## config.mk

```make
export PLATFORM = sky130hd
export DESIGN_NAME = nexys_starship_break_sched
export DESIGN_NICKNAME = d
export VERILOG_FILES = /design/src/rtl/nexys_starship_break_sched.sv
export SDC_FILE = /design/constraint.sdc
export NUM_CORES = 1
export LEC_CHECK = 0
export BUFFER_PORTS_ARGS = -buffer_cell sky130_fd_sc_hd__buf_2
export CAP_MARGIN = 20
export CELL_PAD_IN_SITES_DETAIL_PLACEMENT = 0
export CELL_PAD_IN_SITES_GLOBAL_PLACEMENT = 2
export CORE_AREA = 10 10 79 149
export CTS_BUF_LIST = sky130_fd_sc_hd__clkbuf_8
export DETAILED_ROUTE_END_ITERATION = 6
export DIE_AREA = 0 0 89 159
export MAX_ROUTING_LAYER = met4
export PLACE_DENSITY_LB_ADDON = 0.1
export SKIP_CTS_REPAIR_TIMING = 1
export SLEW_MARGIN = 25
export SYNTH_ARGS = -nofsm -noshare
export SYNTH_HDL_FRONTEND = slang
export SYNTH_SLANG_ARGS = --single-unit
```

## constraint.sdc

```tcl
create_clock -name Clk -period 2.4 [get_ports Clk]
set_input_delay 0.24 -clock Clk [delete_from_list [all_inputs] [get_ports Clk]]
set_output_delay 0.24 -clock Clk [all_outputs]
set_load 0.005 [all_outputs]
```

## src/rtl/nexys_starship_break_sched.sv

```systemverilog
// Central shield-break scheduler: picks one unbroken shield at a time via an LFSR,
// holds a one-hot request until the repair SM acknowledges, and ramps difficulty.
module nexys_starship_break_sched #(
   parameter int unsigned MAX_BROKEN    = 2,
   parameter int unsigned INIT_INTERVAL = 8,
   parameter int unsigned MIN_INTERVAL  = 2,
   parameter int unsigned RAMP_EVERY    = 4,
   parameter int unsigned ACK_TIMEOUT   = 16,
   parameter logic [15:0] LFSR_SEED     = 16'hACE1
) (
   input  logic       Clk,
   input  logic       Reset,
   input  logic       play_flag,
   input  logic       gameover_ctrl,
   input  logic       tick,
   input  logic [3:0] broken,
   output logic [3:0] break_req,
   output logic [3:0] random_hex,
   output logic [7:0] interval,
   output logic [7:0] break_count,
   output logic       q_Idle,
   output logic       q_Count,
   output logic       q_Pick,
   output logic       q_Wait
);

   localparam int unsigned CNT_W  = 8;
   localparam int unsigned TO_W   = $clog2(ACK_TIMEOUT + 1);
   localparam int unsigned RAMP_W = $clog2(RAMP_EVERY + 1);

   localparam logic [3:0] S_IDLE  = 4'b0001;
   localparam logic [3:0] S_COUNT = 4'b0010;
   localparam logic [3:0] S_PICK  = 4'b0100;
   localparam logic [3:0] S_WAIT  = 4'b1000;

   localparam logic [15:0] LFSR_TAPS = 16'hB400;

   logic [3:0]        state_q,    state_d;
   logic [CNT_W-1:0]  cnt_q,      cnt_d;
   logic [7:0]        interval_q, interval_d;
   logic [7:0]        bcount_q,   bcount_d;
   logic [RAMP_W-1:0] ramp_q,     ramp_d;
   logic [TO_W-1:0]   to_q,       to_d;
   logic [1:0]        g_q,        g_d;
   logic [15:0]       lfsr_q,     lfsr_d;
   logic [3:0]        req_q,      req_d;
   logic [3:0]        hex_q,      hex_d;

   logic [15:0] lfsr_next_c;
   logic [2:0]  pop_c;
   logic        pick_found_c;
   logic [1:0]  pick_g_c;
   logic [1:0]  pick_idx_c;
   logic        skip_c;
   logic        ack_c;
   logic        timeout_c;

   assign lfsr_next_c = {1'b0, lfsr_q[15:1]} ^ (lfsr_q[0] ? LFSR_TAPS : 16'h0000);
   assign pop_c       = 3'(broken[0]) + 3'(broken[1]) + 3'(broken[2]) + 3'(broken[3]);
   assign skip_c      = (32'(pop_c) >= MAX_BROKEN) || !pick_found_c;
   assign ack_c       = broken[g_q];
   assign timeout_c   = (to_q == TO_W'(ACK_TIMEOUT - 1));

   // First unbroken unit at or above the LFSR candidate, wrapping 3 -> 0.
   always_comb begin
      pick_found_c = 1'b0;
      pick_g_c     = lfsr_q[1:0];
      pick_idx_c   = lfsr_q[1:0];
      for (int i = 0; i < 4; i++) begin
         pick_idx_c = lfsr_q[1:0] + 2'(i);
         if (!pick_found_c && !broken[pick_idx_c]) begin
            pick_found_c = 1'b1;
            pick_g_c     = pick_idx_c;
         end
      end
   end

   always_comb begin
      state_d    = state_q;
      cnt_d      = cnt_q;
      interval_d = interval_q;
      bcount_d   = bcount_q;
      ramp_d     = ramp_q;
      to_d       = to_q;
      g_d        = g_q;
      lfsr_d     = lfsr_q;
      req_d      = req_q;
      hex_d      = hex_q;

      if (gameover_ctrl) begin
         state_d    = S_IDLE;
         req_d      = 4'b0000;
         interval_d = 8'(INIT_INTERVAL);
         bcount_d   = 8'd0;
         ramp_d     = '0;
         cnt_d      = '0;
         to_d       = '0;
      end else begin
         if (state_q != S_IDLE) lfsr_d = lfsr_next_c;
         case (state_q)
            S_IDLE: begin
               req_d = 4'b0000;
               if (play_flag) begin
                  state_d = S_COUNT;
                  cnt_d   = interval_q;
               end
            end
            S_COUNT: begin
               if (tick) begin
                  if (cnt_q <= CNT_W'(1)) begin
                     state_d = S_PICK;
                     cnt_d   = '0;
                  end else begin
                     cnt_d = cnt_q - CNT_W'(1);
                  end
               end
            end
            S_PICK: begin
               if (skip_c) begin
                  state_d = S_COUNT;
                  cnt_d   = interval_q;
               end else begin
                  g_d     = pick_g_c;
                  hex_d   = (lfsr_q[7:4] == 4'h0) ? 4'h1 : lfsr_q[7:4];
                  req_d   = 4'b0001 << pick_g_c;
                  state_d = S_WAIT;
                  to_d    = '0;
               end
            end
            S_WAIT: begin
               if (ack_c) begin
                  req_d    = 4'b0000;
                  state_d  = S_COUNT;
                  bcount_d = (bcount_q == 8'hFF) ? bcount_q : bcount_q + 8'd1;
                  // New difficulty applies to the very next countdown.
                  if (ramp_q == RAMP_W'(RAMP_EVERY - 1)) begin
                     ramp_d     = '0;
                     interval_d = (interval_q > 8'(MIN_INTERVAL)) ? interval_q - 8'd1
                                                                  : 8'(MIN_INTERVAL);
                  end else begin
                     ramp_d = ramp_q + RAMP_W'(1);
                  end
                  cnt_d = interval_d;
               end else if (timeout_c) begin
                  req_d   = 4'b0000;
                  state_d = S_COUNT;
                  cnt_d   = interval_q;
               end else begin
                  to_d = to_q + TO_W'(1);
               end
            end
            default: begin
               state_d = S_IDLE;
               req_d   = 4'b0000;
            end
         endcase
      end
   end

   always_ff @(posedge Clk or posedge Reset) begin
      if (Reset) begin
         state_q    <= S_IDLE;
         cnt_q      <= '0;
         interval_q <= 8'(INIT_INTERVAL);
         bcount_q   <= 8'd0;
         ramp_q     <= '0;
         to_q       <= '0;
         g_q        <= 2'd0;
         lfsr_q     <= LFSR_SEED;
         req_q      <= 4'b0000;
         hex_q      <= 4'h1;
      end else begin
         state_q    <= state_d;
         cnt_q      <= cnt_d;
         interval_q <= interval_d;
         bcount_q   <= bcount_d;
         ramp_q     <= ramp_d;
         to_q       <= to_d;
         g_q        <= g_d;
         lfsr_q     <= lfsr_d;
         req_q      <= req_d;
         hex_q      <= hex_d;
      end
   end

   assign break_req   = req_q;
   assign random_hex  = hex_q;
   assign interval    = interval_q;
   assign break_count = bcount_q;
   assign q_Idle      = state_q[0];
   assign q_Count     = state_q[1];
   assign q_Pick      = state_q[2];
   assign q_Wait      = state_q[3];

endmodule

```

==> flow_summary.ini <==
[run_status]
status = complete, no violations

[synthesis]
synth-main-ff-cell = dfrtp_1
avgSynthCellArea_sq_um = 10.1
synth_edf_count = 0
netlist_area_sq_um = 3570
ys_ff_latch = 62
yosysSeqAreaShare_pct = 43.8
synth_cell_type_count = 68
synthCells = 355
synth.net_count = 373
ys_warn_count = 0
synthArstFlopShare_pct = 100

[routing]
via_count = 3009
vias_per_cell = 5.70
drt_wl_total_mm = 9.97
postRouteAntennaNets = 0
initialDrtViolationCount = 126
drtPass1Iterations = 4
wl_per_cell_microns = 18.9
drc_errors = 0

[placement]
hpwl_mm = 7.58
gp_congestion = 0.828
placedCellCount = 512
place_ws_ns = 0.0113
io_buffers = 36

[timing]
period_share_pct = 92.7
slew_headroom_pct = 45.3
finalSetupTns_ns = 0
setup_violations = 0
setup_ws_ns = 0.175
rsz0062_at_grt = false
hold_violations = 0
clock.fmax_mhz = 450
fin_crit_ns = 2.22
fin_skew_ns = 0.0135
finalMaxSlewViolations = 0
worst_pin_slew_ns = 0.821

[cells_and_area]
final_common_cell = dfrtp_1
layout_common_cells = 51 x dfrtp_1, 36 x buf_2, 35 x buf_4, 32 x nor2_1, 27 x a21oi_1
final_net_count = 437
final_util_pct = 45.9
fin_cells = 528
num_antenna_cells = 0
drive_gt1_share_pct = 30.9
syn2layout_area_growth_pct = 19.8

[worst_setup_path]
crit_chain = or4b_4 -> or3_1 -> o31a_1 -> a21oi_1 -> a2bb2o_1
max_stage_delay_ns = 0.64
startpoint_type = flip-flop
end_kind = flip-flop
crit_type = flip-flop to flip-flop
crit_slowest_cell = or4b_4
worstPathMaxFanout = 10
crit_required_ns = 2.68
arrival_ns = 2.50
r2r_cells = 5

[global_routing]
grt_pass1_wl_mm = 16.6
grt_overflow = 0
grt_pass1_vias = 3224
grt.total_usage_pct = 15.5
grt_max_degree = 63
antenna_found_initial = 0

[clocking]
cts_sinks = 62
numCtsBuffers = 9
cts_tree = done
clk_latency_ns = 0.35
cts.clk_slew.worst_paths_ns = 0.07
clockRootBuffer = clkbuf_8
h-tree-depth = 3
cts_buffer_depth = 2

[floorplan]
start_util_pct = 38.3
die_area_sq_um = 14200
row_count = 50
die_width_microns = 89
boundaryPins = 37
core_area_sq_um = 9320
die_h_microns = 159

[power]
p_leak_nw = 1.93
vdd_drop_max_uv = 567
power.total_mw = 2.86
powerDensity_nw_per_um2 = 668

[job]
cap_viol_max_count = 0

[min_path]
worstHoldPathType = input port to asynchronous set/reset pin
## report_power, final
part / leakage, nW / total (mW) / switching (mW) / internal, mW
clock: 0.118 / 1.03 / 0.423 / 0.611
sequential: 0.803 / 1.37 / 0.134 / 1.23
combinational: 1.01 / 0.458 / 0.214 / 0.244
## sequential cells by signal, indices dropped and copies added (netlist names)
register	count
cnt_q	8
break_count	8
to_q	5
g_q	2
state_q	4
ramp_q	3
random_hex	4
break_req	4
interval	8
lfsr_q	16
## metal layers
| layer | track usage, % | part of all wire (%) |
|---|---|---|
| met3 | 2.00 | 2.2 |
| met4 | 8.22 | 3.6 |
| met1 | 15.0 | 36 |
| met5 | - | 0 |
| met2 | 28.2 | 58 |
## cell usage after synthesis, types with 8 or more instances
master | count | share of area (%)
nand2_1 | 15 | 1.6
mux2_2 | 17 | 5.4
o21ai_0 | 16 | 2.2
a21oi_1 | 27 | 3.8
dfstp_2 | 11 | 8.1
nor3_1 | 12 | 1.7
inv_1 | 15 | 1.6
nand2b_1 | 9 | 1.6
nor2_1 | 32 | 3.4
dfrtp_1 | 51 | 36
ha_1 | 8 | 2.8
clkbuf_1 | 11 | 1.2
## critical path: cells and delay by family (launching register included)
family | cells | cell delay, ns
and+or+nand+nor | 2 | 1.01
AOI/OAI and AO/OA | 3 | 0.62
DFF | 1 | 0.52
## worst paths after layout
path | startpoint | to | slack, ns
min | Reset | lfsr_q[9]$_DFFE_PP0P_ | 0.11
min reg2reg | break_req[3]$_DFFE_PP0P_ | break_req[3]$_DFFE_PP0P_ | 0.50
min in group Clk | tick | state_q[2]$_DFFE_PP0P_ | 0.18
max in group asynchronous | Reset | g_q[0]$_DFFE_PP0P_ | 1.73
max reg2reg | state_q[2]$_DFFE_PP0P_ | break_req[3]$_DFFE_PP0P_ | 0.18
max | state_q[2]$_DFFE_PP0P_ | break_req[3]$_DFFE_PP0P_ | 0.18
## logic make-up after synthesis
| group | share of synthesized area [%] |
|---|---|
| AOI/OAI and AO/OA | 19.0 |
| xor gates and xnor gates | 2.94 |
| adders and majority gates | 3.37 |
| buffers and inverters | 4.24 |
| DFF | 43.8 |
| muxes | 7.12 |
| and+or+nand+nor | 19.5 |
## metrics by stage
| step | cell area [sq um] | hold WS [ns] |
|---|---|---|
| after floorplan | 3570 | 0.376 |
| after global placement | 4050 | 0.475 |
| after detailed placement | 4050 | 0.484 |
| after CTS | 4270 | 0.145 |
| after global routing | 4280 | 0.167 |
| final | 4280 | 0.111 |
## cell type report
| class | count | area (sq um) |
|---|---|---|
| clock buffers | 10 | 138 |
| multi-input cells | 260 | 1860 |
| fillers | 930 | 5040 |
| well taps | 104 | 130 |
| clock inverters | 6 | 86.3 |
| inverters | 15 | 56.3 |
| flip-flops and latches | 62 | 1570 |
| repair buffers | 71 | 443 |
No activity file was read; power rests on OpenSTA's default activity.
